## config.mk

```make
export PLATFORM = sky130hd
export DESIGN_NAME = sbqm_queue_ctrl
export DESIGN_NICKNAME = d
export VERILOG_FILES = /design/src/rtl/sbqm_queue_ctrl.sv
export SDC_FILE = /design/constraint.sdc
export NUM_CORES = 1
export LEC_CHECK = 0
export ABC_AREA = 1
export CAP_MARGIN = 20
export CORE_MARGIN = 2
export CORE_UTILIZATION = 45
export DETAILED_ROUTE_END_ITERATION = 16
export PLACE_DENSITY = 0.78
export SLEW_MARGIN = 20
export SYNTH_ARGS = -nofsm -noshare
export SYNTH_HDL_FRONTEND = slang
export SYNTH_SLANG_ARGS = --single-unit
```

## constraint.sdc

```tcl
create_clock -name clk -period 4 [get_ports clk]
set_input_delay 0.4 -clock clk [delete_from_list [all_inputs] [get_ports clk]]
set_output_delay 0.4 -clock clk [all_outputs]
set_load 0.02 [all_outputs]
```

## src/rtl/sbqm_queue_ctrl.sv

```systemverilog
// Purpose : SBqM queue controller. Sensor edges drive a saturating 0..7 person count,
//           which addresses the per-teller wait-time ROMs; the selected ROM word is latched as wtime.
// Latency : sensor -> pcount in 3 edges (+DEBOUNCE_CYCLES when filtered); pcount/tcount change -> wtime in 3 edges.
// Backpr. : none; every accepted sensor edge is applied at once. A new trigger restarts the lookup.
//
// Optional feature macro: SBQM_DEBOUNCE_EN (per-sensor debounce filter, DEBOUNCE_CYCLES samples).
//
// Ports:
//   clk, rst            : single clock, synchronous active-high reset
//   front_sensor        : entrance photocell (async), rising edge = arrival
//   back_sensor         : exit photocell (async), rising edge = departure
//   tcount[1:0]         : active tellers 1..3 (0 treated as 1)
//   wt_t1/wt_t2/wt_t3   : registered outputs of the 1/2/3-teller wait-time ROMs
//   rom_addr[2:0]       : shared ROM address, pcount-1 (0 when empty)
//   pcount[2:0]         : persons in queue; full = (pcount==7), empty = (pcount==0)
//   wtime[4:0]          : latched wait time in minutes
//   wtime_valid         : wtime matches the current pcount and tcount
module sbqm_queue_ctrl #(
  parameter int DEBOUNCE_CYCLES = 4
) (
  input  logic       clk,
  input  logic       rst,
  input  logic       front_sensor,
  input  logic       back_sensor,
  input  logic [1:0] tcount,
  input  logic [4:0] wt_t1,
  input  logic [4:0] wt_t2,
  input  logic [4:0] wt_t3,
  output logic [2:0] rom_addr,
  output logic [2:0] pcount,
  output logic       full,
  output logic       empty,
  output logic [4:0] wtime,
  output logic       wtime_valid
);

  typedef enum logic [1:0] {
    ST_IDLE    = 2'd0,
    ST_LOOKUP  = 2'd1,
    ST_CAPTURE = 2'd2
  } state_t;

  // Out-of-range settings elaborate this (empty) marker block so they show up in the hierarchy.
  if (DEBOUNCE_CYCLES < 2 || DEBOUNCE_CYCLES > 255) begin : g_debounce_cycles_out_of_range
  end

  // ---------------------------------------------------------------------------
  // Two-flop synchronizers
  // ---------------------------------------------------------------------------
  logic front_s1_q, front_s1_d, front_s2_q, front_s2_d;
  logic back_s1_q,  back_s1_d,  back_s2_q,  back_s2_d;

  always_comb begin
    front_s1_d = front_sensor;
    front_s2_d = front_s1_q;
    back_s1_d  = back_sensor;
    back_s2_d  = back_s1_q;
  end

  always_ff @(posedge clk) begin
    if (rst) begin
      front_s1_q <= 1'b0;
      front_s2_q <= 1'b0;
      back_s1_q  <= 1'b0;
      back_s2_q  <= 1'b0;
    end else begin
      front_s1_q <= front_s1_d;
      front_s2_q <= front_s2_d;
      back_s1_q  <= back_s1_d;
      back_s2_q  <= back_s2_d;
    end
  end

  // Level seen by the edge detectors: filtered or straight from the synchronizer.
  logic front_lvl;
  logic back_lvl;

`ifdef SBQM_DEBOUNCE_EN
  // The filtered level flips only on the DEBOUNCE_CYCLES-th consecutive sample that
  // disagrees with it; any agreeing sample clears the run counter.
  localparam logic [7:0] DB_LAST = 8'(DEBOUNCE_CYCLES - 1);

  logic       front_filt_q, front_filt_d, back_filt_q, back_filt_d;
  logic [7:0] front_cnt_q,  front_cnt_d,  back_cnt_q,  back_cnt_d;

  always_comb begin
    front_filt_d = front_filt_q;
    front_cnt_d  = '0;
    if (front_s2_q != front_filt_q) begin
      if (front_cnt_q == DB_LAST) begin
        front_filt_d = front_s2_q;
      end else begin
        front_cnt_d = front_cnt_q + 8'd1;
      end
    end

    back_filt_d = back_filt_q;
    back_cnt_d  = '0;
    if (back_s2_q != back_filt_q) begin
      if (back_cnt_q == DB_LAST) begin
        back_filt_d = back_s2_q;
      end else begin
        back_cnt_d = back_cnt_q + 8'd1;
      end
    end
  end

  always_ff @(posedge clk) begin
    if (rst) begin
      front_filt_q <= 1'b0;
      front_cnt_q  <= '0;
      back_filt_q  <= 1'b0;
      back_cnt_q   <= '0;
    end else begin
      front_filt_q <= front_filt_d;
      front_cnt_q  <= front_cnt_d;
      back_filt_q  <= back_filt_d;
      back_cnt_q   <= back_cnt_d;
    end
  end

  assign front_lvl = front_filt_q;
  assign back_lvl  = back_filt_q;
`else
  assign front_lvl = front_s2_q;
  assign back_lvl  = back_s2_q;
`endif

  // ---------------------------------------------------------------------------
  // Rising-edge detectors: arr/dep are single-cycle pulses
  // ---------------------------------------------------------------------------
  logic front_prev_q, front_prev_d, back_prev_q, back_prev_d;
  logic arr, dep;

  always_comb begin
    front_prev_d = front_lvl;
    back_prev_d  = back_lvl;
    arr          = front_lvl & ~front_prev_q;
    dep          = back_lvl  & ~back_prev_q;
  end

  always_ff @(posedge clk) begin
    if (rst) begin
      front_prev_q <= 1'b0;
      back_prev_q  <= 1'b0;
    end else begin
      front_prev_q <= front_prev_d;
      back_prev_q  <= back_prev_d;
    end
  end

  // ---------------------------------------------------------------------------
  // Saturating person counter with registered full/empty flags
  // ---------------------------------------------------------------------------
  logic [2:0] pcount_q, pcount_d;
  logic       full_q, full_d, empty_q, empty_d;
  logic       pcount_chg;

  always_comb begin
    pcount_d = pcount_q;
    // Simultaneous arrival and departure cancel out.
    if (arr && !dep && pcount_q != 3'd7) begin
      pcount_d = pcount_q + 3'd1;
    end else if (dep && !arr && pcount_q != 3'd0) begin
      pcount_d = pcount_q - 3'd1;
    end
    pcount_chg = (pcount_d != pcount_q);
    full_d     = (pcount_d == 3'd7);
    empty_d    = (pcount_d == 3'd0);
  end

  always_ff @(posedge clk) begin
    if (rst) begin
      pcount_q <= 3'd0;
      full_q   <= 1'b0;
      empty_q  <= 1'b1;
    end else begin
      pcount_q <= pcount_d;
      full_q   <= full_d;
      empty_q  <= empty_d;
    end
  end

  // ROM entry is indexed by persons ahead of the newest arrival.
  assign rom_addr = (pcount_q == 3'd0) ? 3'd0 : (pcount_q - 3'd1);

  // ---------------------------------------------------------------------------
  // Teller count: normalized so that 0 and 1 are the same setting; a change of
  // the normalized value against the registered copy is a lookup trigger.
  // ---------------------------------------------------------------------------
  logic [1:0] tcount_n;
  logic [1:0] tcount_q, tcount_d;
  logic       tcount_chg;

  always_comb begin
    tcount_n   = (tcount == 2'd0) ? 2'd1 : tcount;
    tcount_d   = tcount_n;
    tcount_chg = (tcount_n != tcount_q);
  end

  always_ff @(posedge clk) begin
    if (rst) begin
      tcount_q <= 2'd1;
    end else begin
      tcount_q <= tcount_d;
    end
  end

  // ---------------------------------------------------------------------------
  // Lookup FSM: IDLE -> LOOKUP (ROMs register the address) -> CAPTURE (latch).
  // Any trigger while a lookup is in flight restarts it from LOOKUP.
  // ---------------------------------------------------------------------------
  state_t     state_q, state_d;
  logic [4:0] wtime_q, wtime_d;
  logic       wtime_valid_q, wtime_valid_d;
  logic [4:0] wt_sel;
  logic       trigger;

  always_comb begin
    trigger = pcount_chg | tcount_chg;

    wt_sel = wt_t1;
    case (tcount_n)
      2'd2:    wt_sel = wt_t2;
      2'd3:    wt_sel = wt_t3;
      default: wt_sel = wt_t1;
    endcase
    // Empty queue means no wait, whatever the ROM holds.
    if (pcount_q == 3'd0) begin
      wt_sel = 5'd0;
    end
  end

  always_comb begin
    state_d       = state_q;
    wtime_d       = wtime_q;
    wtime_valid_d = wtime_valid_q;
    case (state_q)
      ST_IDLE: begin
        if (trigger) begin
          state_d       = ST_LOOKUP;
          wtime_valid_d = 1'b0;
        end
      end
      ST_LOOKUP: begin
        state_d       = trigger ? ST_LOOKUP : ST_CAPTURE;
        wtime_valid_d = 1'b0;
      end
      ST_CAPTURE: begin
        if (trigger) begin
          state_d       = ST_LOOKUP;
          wtime_valid_d = 1'b0;
        end else begin
          state_d       = ST_IDLE;
          wtime_d       = wt_sel;
          wtime_valid_d = 1'b1;
        end
      end
      default: begin
        state_d       = ST_IDLE;
        wtime_valid_d = 1'b0;
      end
    endcase
  end

  always_ff @(posedge clk) begin
    if (rst) begin
      state_q       <= ST_IDLE;
      wtime_q       <= 5'd0;
      wtime_valid_q <= 1'b1;
    end else begin
      state_q       <= state_d;
      wtime_q       <= wtime_d;
      wtime_valid_q <= wtime_valid_d;
    end
  end

  assign pcount      = pcount_q;
  assign full        = full_q;
  assign empty       = empty_q;
  assign wtime       = wtime_q;
  assign wtime_valid = wtime_valid_q;

endmodule

```

==> impl_metrics.json <==
{
  "p_sw_uw": 140,
  "wl_per_cell_um": 11.2,
  "die_w_um": 53.3,
  "syn-num-nets": 184,
  "ctsResizeCount": 0,
  "drc": 0,
  "utilization_pct": 65.8,
  "routed_via_density": 4.89,
  "worst_setup_path_start_kind": "register",
  "grt_pass1_vias": 995,
  "ir_drop_uv": 274,
  "p_int_uw": 315,
  "hold_class": "reg -> reg",
  "cts.path.max_buffers": 2,
  "cap_violations": 0,
  "crit_fanout": 5,
  "layout_common_cells": "nand2_1, clkdlybuf4s50_1, nor2_1",
  "initialDrtViolationCount": 15,
  "rows": 17,
  "drt_wl_total_um": 2500,
  "hold_violations": 0,
  "post-route-min-period_ns": 2.44,
  "maxClockFrequency_mhz": 409,
  "cts_root_buf": "clkbuf_4",
  "area_growth_pct": 35.4,
  "async_flop_share_pct": 0,
  "syn_area_um2": 1090,
  "via_count": 1090,
  "fill_cells": 208,
  "cts_tree": "done",
  "io_pins": 35,
  "p_per_area_nw_per_um2": 307,
  "yosysWarnings": 0,
  "maxSlewHeadroom_pct": 67.7,
  "nNetsFinal": 221,
  "required_ns": 3.60,
  "antenna_cells": 0,
  "pwr-share-comb_pct": 28.4,
  "clkTransAtPathRegs_ns": 0.12,
  "place_congestion": 0.848,
  "seqCellArea_um2": 420,
  "synth.distinct_cells": 21,
  "post-cts-setup-buffers": 0,
  "finalSetupViolCount": 0,
  "outcome": "complete, no violations",
  "cts.sinks": 21,
  "postCtsHoldBufs": 0,
  "antenna_found_initial": 0,
  "seqPwrFrac_pct": 49.8,
  "synth_edf_count": 0,
  "multi_input_area_um2": 569,
  "netlist_instances": 159,
  "ys_ff_latch": 21,
  "synth-main-ff-cell": "dfxtp_1",
  "min_period_over_period_pct": 61.1,
  "final_common_cell": "nand2_1",
  "arrival_ns": 2.04,
  "cts_buffers": 3,
  "die_y_um": 53.3,
  "ctsHtreeMaxLevel": 1,
  "overflow": 0,
  "cp-end-kind": "output port",
  "setup_tns_ns": 0,
  "power.share.clock_pct": 21.8,
  "tightest_slew_ns": 0.484,
  "rsz0062_at_grt": "false",
  "fin_skew_ns": 0.00592,
  "path_class": "reg -> out",
  "drv_slew": 0,
  "postRouteAntennaNets": 0,
  "yosysSeqAreaShare_pct": 38.4,
  "port_buffers": 34,
  "layout-drive-gt1-share_pct": 9.23,
  "dp_hpwl_um": 1940,
  "die_area_um2": 2840,
  "grt_max_degree": 14,
  "core_area_um2": 2250,
  "sw_frac_of_total_pct": 30.8,
  "cellLeakagePower_nw": 0.662,
  "grt_usage_pct": 19.6,
  "first_pass_iters": 4,
  "grt_pass1_wl_um": 4110,
  "initial_core_util_pct": 48.6,
  "synth_area_per_cell_um2": 6.89,
  "clk_latency_ns": 0.30
}
[cell type report]
cell class                      instances  area share, %
Inverter                               24           6.08
Sequential cell                        21           28.4
Clock buffer                            3           1.52
Tap cell                               28           2.36
Timing Repair Buffer                   34           23.0
Multi-Input combinational cell        112           38.4
Clock inverter                          1          0.338
[synth_stat cells, types with 2 or more instances]
cell type  number  share of area (%)
nand2_2         2                1.1
nor2_1         24                8.2
a21oi_1         7                3.2
inv_1          22                7.5
nor2_2          3                1.7
dfxtp_1        21                 38
nand3_2         3                2.7
nor2_4          2                2.1
ha_1            4                4.6
nand4_1         3                1.7
nand3_1        14                6.4
nand2_1        45                 15
[power by group through the flow]
stage | Combinational [mW] | Sequential [mW] | Clock, mW
2_1_floorplan | 0.0695 | 0.237 | 0
3_3_place_gp | 0.124 | 0.231 | 0
3_5_place_dp | 0.128 | 0.231 | 0
4_1_cts | 0.130 | 0.227 | 0.103
5_1_grt | 0.143 | 0.228 | 0.115
6_report | 0.129 | 0.227 | 0.0994
[critical path, stage by stage (launching register included)]
cell and delay, ns:
dfxtp_1 0.43, inv_1 0.12, ha_1 0.23, xor2_1 0.20
inv_1 0.07, nor2_1 0.09, clkdlybuf4s50_1 0.61
[routing by layer]
layer  vias up  wire length (um)  share of wire (%)  global-route usage, %
met4         0                19               0.76                   5.56
li1        561                 -                  -                      -
met5         -                 0                  0                      0
met2        35              1230                 49                   35.6
met3         2               190                7.6                   3.67
met1       492              1060                 42                   23.0
[flip-flops by register name, indices dropped and copies added (netlist names), 2 cells and up]
| name | flops |
|---|---|
| state_q | 2 |
| pcount | 3 |
| tcount_q | 2 |
| wtime | 5 |
[through the flow]
stage	setup slack [ns]	instance area, um^2	hold WS (ns)	power [mW]	cells
detailed placement	1.92	1460	0.398	0.360	219
CTS	1.57	1480	0.415	0.459	223
finish	1.56	1480	0.413	0.455	223
global route	1.47	1480	0.440	0.485	223
global placement	2.01	1460	0.391	0.355	219
floorplan	2.27	1090	0.388	0.306	159
[path summary, 6_finish.rpt]
kind                                      startpoint                    end  slack, ns  depth (start not counted)
worst min-delay path            back_s1_q$_SDFF_PP0_    back_lvl$_SDFF_PP0_       0.41                          2
worst min register to register  back_s1_q$_SDFF_PP0_    back_lvl$_SDFF_PP0_       0.41                          2
worst max-delay path            pcount[0]$_SDFF_PP0_            rom_addr[2]       1.56                          6
worst max register to register  pcount[0]$_SDFF_PP0_  wtime[4]$_SDFFE_PP0P_       2.30                          9
[kinds of logic (layout without fill, tap and decap cells)]
kind of cell / Yosys count / count (layout) / share of synthesized area (%)
DFF: 21 / 21 / 38.4
AOI/OAI and AO/OA: 9 / 9 / 5.37
xor gates and xnor gates: 2 / 2 / 1.60
and+or+nand+nor: 97 / 97 / 40.5
adders and majority gates: 4 / 4 / 4.57
buffers and inverters: 26 / 62 / 9.60
Power figures use the tool's default switching activity.
